===== src/rtl/generador_interrupciones.sv =====
// -----------------------------------------------------------------------------
// generador_interrupciones
//
// Programmable interrupt source with three independent timer channels. Each
// channel has a period register and a sticky pending flag that drives one
// line of `interrupciones` until the CPU acknowledges it.
//
// Ports:
//   clk            system clock, all state changes on the rising edge
//   reset          synchronous, active-high reset (priority over everything)
//   we             register write strobe
//   dir            register address: 0..2 period of channel 0..2, 3 control/status
//   dato           write data (control: [2:0] enable, [5:3] one-shot mode)
//   reconocer      per-channel acknowledge, bit i clears pending i
//   dato_leido     combinational read data selected by dir
//                  (status: [8:6] overrun, [5:3] modo, [2:0] enable)
//   interrupciones registered pending flags, one per channel
// -----------------------------------------------------------------------------
module generador_interrupciones #(
    parameter int ANCHO = 16
) (
    input  logic             clk,
    input  logic             reset,
    input  logic             we,
    input  logic [1:0]       dir,
    input  logic [ANCHO-1:0] dato,
    input  logic [2:0]       reconocer,
    output logic [ANCHO-1:0] dato_leido,
    output logic [2:0]       interrupciones
);

    logic [2:0]       enable_q, enable_d;
    logic [2:0]       modo_q, modo_d;
    logic [2:0]       pending_q, pending_d;
    logic [2:0]       overrun_q, overrun_d;
    logic [2:0]       fire;
    logic             wr_ctl;
    logic [ANCHO-1:0] periodo [3];

    // A control write touches every channel: it reloads enable/modo and
    // zeroes all counters, so it also suppresses any fire on that edge.
    assign wr_ctl = we && (dir == 2'd3);

    for (genvar gi = 0; gi < 3; gi++) begin : g_canal
        localparam logic [1:0] DIR_CANAL = 2'(gi);

        logic [ANCHO-1:0] periodo_q, periodo_d;
        logic [ANCHO-1:0] cnt_q, cnt_d;
        logic             wr_periodo;
        logic             activo;
        logic             llega;

        assign wr_periodo = we && (dir == DIR_CANAL);

        // Channel advances only when enabled, with a non-zero period and no
        // write aimed at it this edge; a write always wins over a fire.
        assign activo = enable_q[gi] && (periodo_q != '0) && !wr_periodo && !wr_ctl;

        // periodo_q - 1 wraps when the period is 0, but activo masks that case.
        assign llega    = (cnt_q == periodo_q - ANCHO'(1));
        assign fire[gi] = activo && llega;

        // Any non-counting situation parks the counter at 0, which also covers
        // the forced clear on period/control writes.
        assign cnt_d     = (activo && !llega) ? cnt_q + ANCHO'(1) : '0;
        assign periodo_d = wr_periodo ? dato : periodo_q;

        assign periodo[gi] = periodo_q;

        always_ff @(posedge clk) begin
            if (reset) begin
                periodo_q <= '0;
                cnt_q     <= '0;
            end else begin
                periodo_q <= periodo_d;
                cnt_q     <= cnt_d;
            end
        end
    end

    always_comb begin
        enable_d  = enable_q;
        modo_d    = modo_q;
        overrun_d = overrun_q;
        if (wr_ctl) begin
            enable_d  = dato[2:0];
            modo_d    = dato[5:3];
            overrun_d = '0;
        end else begin
            // One-shot channels disarm themselves on the edge they fire.
            enable_d  = enable_q & ~(fire & modo_q);
            // A fire only overruns if the previous event is still unacknowledged
            // after this edge; an ack on the firing edge consumes the old event.
            overrun_d = overrun_q | (fire & pending_q & ~reconocer);
        end
        // Set beats clear so a fire coinciding with an ack is never lost.
        pending_d = fire | (pending_q & ~reconocer);
    end

    always_ff @(posedge clk) begin
        if (reset) begin
            enable_q  <= '0;
            modo_q    <= '0;
            pending_q <= '0;
            overrun_q <= '0;
        end else begin
            enable_q  <= enable_d;
            modo_q    <= modo_d;
            pending_q <= pending_d;
            overrun_q <= overrun_d;
        end
    end

    always_comb begin
        dato_leido = '0;
        case (dir)
            2'd0:    dato_leido = periodo[0];
            2'd1:    dato_leido = periodo[1];
            2'd2:    dato_leido = periodo[2];
            default: dato_leido[8:0] = {overrun_q, modo_q, enable_q};
        endcase
    end

    assign interrupciones = pending_q;

endmodule

===== config.mk =====
export PLATFORM = sky130hd
export DESIGN_NAME = generador_interrupciones
export DESIGN_NICKNAME = d
export VERILOG_FILES = /design/src/rtl/generador_interrupciones.sv
export SDC_FILE = /design/constraint.sdc
export NUM_CORES = 1
export LEC_CHECK = 0
export ABC_AREA = 1
export BUFFER_PORTS_ARGS = -buffer_cell sky130_fd_sc_hd__clkbuf_2
export CORE_UTILIZATION = 50
export CTS_BUF_LIST = sky130_fd_sc_hd__clkbuf_16
export DETAILED_ROUTE_END_ITERATION = 8
export PLACE_DENSITY = 0.75
export SYNTH_ARGS = -nofsm -noshare
export SYNTH_HDL_FRONTEND = slang
export SYNTH_SLANG_ARGS = --single-unit

===== constraint.sdc =====
create_clock -name clk -period 3 [get_ports clk]
set_clock_uncertainty 0.15 [all_clocks]
set_input_delay 0.15 -clock clk [delete_from_list [all_inputs] [get_ports clk]]
set_output_delay 0.15 -clock clk [all_outputs]
set_load 0.02 [all_outputs]

==> flow_summary_export.csv <==
group,metric,value,unit
sta,max_freq,363,MHz
setup_path,required,3.15,ns
placed_design,place.gp.congestion,0.925,
layout,area_growth,12.9,%
logic_synthesis,ys_ff_latch,108,
cts,cts_tree,"done",
setup_path,crit_path_end,"interrupciones[0]",
sta,relSlewSlack,0.551,
setup_path,worst-endpoint-arrival,2.90,ns
drt,wl,16400,microns
min_path,hold_path_class,"in -> reg",
placed_design,dpl_cell_area,6820,sq um
cts,postCtsSetupBuffers,0,
logic_synthesis,synth.avg_cell_area,6.72,sq um
die,initial_utilization,0.512,
logic_synthesis,syn_area,6460,sq um
grt,grt_use_total,0.258,
layout,nets,1048,
power,total_leakage_power,0.00324,uW
logic_synthesis,ys_types,51,
cts,htree_levels,3,
layout,drive_above_1_share,0.122,
cts,cts.sinks,108,
layout,mostFrequentLayoutCells,"nand2_1, inv_1, dfxtp_1",
die,dieArea,13400,sq um
setup_path,start_kind,"register",
sta,finalHoldViolations,0,
setup_path,r2r_start,"g_canal[0].periodo_q[0]",
setup_path,cp_max_fo,4,
placed_design,portBuffers,42,
cts,root_buffer,"clkbuf_16",
drt,avgViaCountPerCell,5.22,
layout,multi_input_area,3700,sq um
grt,grt_pass1_vias,5401,
placed_design,dp.cells,1161,
die,core,12600,sq um
setup_path,critical_path_class,"reg -> reg",
placed_design,dp_hpwl,12600,microns
logic_synthesis,synth_ff_type,"dfxtp_1",
layout,layout.cells.non_filler,1195,
setup_path,cp-end-kind,"register",
die,die_h,116,microns
power,ir_drop,0.000488,V
logic_synthesis,async_flop_share,0,
drt,ant_nets,0,
sta,finalCritPeriodShare,0.918,
die,die_w,116,microns
setup_path,crit_start,"g_canal[0].periodo_q[0]",
drt,post_drt_wl_per_cell,13.7,microns
cts,cts_buffer_depth,2,
layout,area.sequential,2160,sq um
layout,antennaDiodeCount,0,
grt,grt_first_pass_wirelength,26600,microns
setup_path,r2r_cells,13,
logic_synthesis,yosysWarningCount,0,
drt,vias,6233,
logic_synthesis,synth_edf_count,0,
sta,slew_violations,0,
drt,drt_iter0_drc,560,
die,row_count,41,
logic_synthesis,synthCells,962,
layout,mostFrequentLayoutCell,"nand2_1",
cts,clk_latency,0.36,ns
flow_run,drv_cap,0,
status,status,"completed",
cts,cts_buffers,9,
power,power_density,452,nW/um^2
layout,n_fill_cell,1234,
setup_path,worstReg2RegEnd,"interrupciones[0]",
cts,path_clk_slew,0.08,ns
grt,antenna_found_initial,0,
logic_synthesis,ys_seq_area_frac,0.334,
sta,rsz0062_at_grt,"false",
setup_path,regToRegSetupSlack,0.25,ns
grt,grt_max_degree,55,
sta,fin_crit,2.75,ns
drt,dr.pass1.iters,5,
sta,finalSetupTns,0,ns
grt,overflow,0,
layout,finalInstanceArea,7300,sq um
die,ios,43,
logic_synthesis,synth_nets,992,
sta,finalSetupViolCount,0,
drt,drc,0,
sta,tightest_slew,0.672,ns
## worst max-delay path: stages (launching register included)
cell and delay (ns):
dfxtp_1 0.41, inv_1 0.12, ha_1 0.25, nand2_1 0.13
nand2_1 0.08, xor2_1 0.14, nor2_1 0.13, nand2_1 0.06
nor2_1 0.13, nand2_1 0.08, nor2_2 0.16, nand3_1 0.13
a21oi_1 0.15, dlygate4sd3_1 0.56
## how the worst min path moves through the flow
stage,start,endpoint,slack [ns],cells after the start
6_report,dato[7],g_canal[1].periodo_q[7],0.003,3
2_1_floorplan,dato[14],g_canal[0].periodo_q[14],0.13,2
5_1_grt,dato[6],g_canal[0].periodo_q[6],0.02,3
3_3_place_gp,reconocer[0],interrupciones[0],0.29,4
3_5_place_dp,dato[13],g_canal[1].periodo_q[13],0.29,3
4_1_cts,dato[6],g_canal[2].periodo_q[6],0.006,3
## flip-flops by register name, summed over array words and instances (netlist names)
signal and count:
enable_q 3, g_canal.cnt_q 48, g_canal.periodo_q 48, interrupciones 3, modo_q 3, overrun_q 3
## where the power goes
group	internal [uW]	switching [uW]	total, uW
combinational	221	404	625
sequential	1470	44.9	1520
clock	577	581	1160
## cells in the mapped netlist (all sizes together) (7+ instances only)
cell | number | area (sq um)
nor3 | 24 | 151
nand2 | 221 | 847
inv | 131 | 492
o22ai | 8 | 50.1
clkbuf | 17 | 63.8
o21ai | 62 | 310
nand3 | 72 | 388
o221ai | 7 | 61.3
a21oi | 78 | 402
nor2 | 125 | 562
dfxtp | 108 | 2160
xnor2 | 20 | 175
nand4 | 13 | 93.8
xor2 | 37 | 324
## cells by family (layout without fill, tap and decap cells)
logic type | count (synthesis) | count (layout) | synth area share
flops | 108 | 108 | 0.334
simple gates | 474 | 474 | 0.342
fa+ha+maj | 6 | 6 | 0.0116
buf+inv | 155 | 216 | 0.0956
xor+xnor | 58 | 58 | 0.0807
compound gates | 161 | 161 | 0.136
## metal layers
| layer | part of all wire | global-route usage |
|---|---|---|
| met5 | 0 | 0 |
| met4 | 0.030 | 0.0983 |
| met3 | 0.055 | 0.0486 |
| met2 | 0.44 | 0.396 |
| met1 | 0.47 | 0.361 |
## final cells by class
class | instances | area share
Multi-Input combinational cell | 699 | 0.506
Sequential cell | 108 | 0.296
Inverter | 133 | 0.0684
Timing Repair Buffer | 67 | 0.0607
Clock buffer | 9 | 0.0309
Tap cell | 172 | 0.0295
Clock inverter | 7 | 0.00789
## timing repair
| item | 4_1_cts | 5_1_grt |
|---|---|---|
| hold buffers | 18 | 0 |
| gates resized for setup | 0 | 3 |
| setup endpoints to repair | 0 | 3 |
| endpoints found under the hold margin | 23 | 0 |
## stage by stage
step / utilization / hold slack (ns) / power [uW] / worst slack (ns)
after floorplan: - / 0.135 / 1990 / 0.905
after global placement: 0.541 / 0.288 / 2140 / 0.617
after detailed placement: 0.541 / 0.286 / 2150 / 0.561
after CTS: 0.577 / 0.00603 / 3310 / 0.239
after global routing: 0.578 / 0.0156 / 3470 / 0.0119
final: 0.578 / 0.00341 / 3300 / 0.246
(Power assumes the default switching activity.)
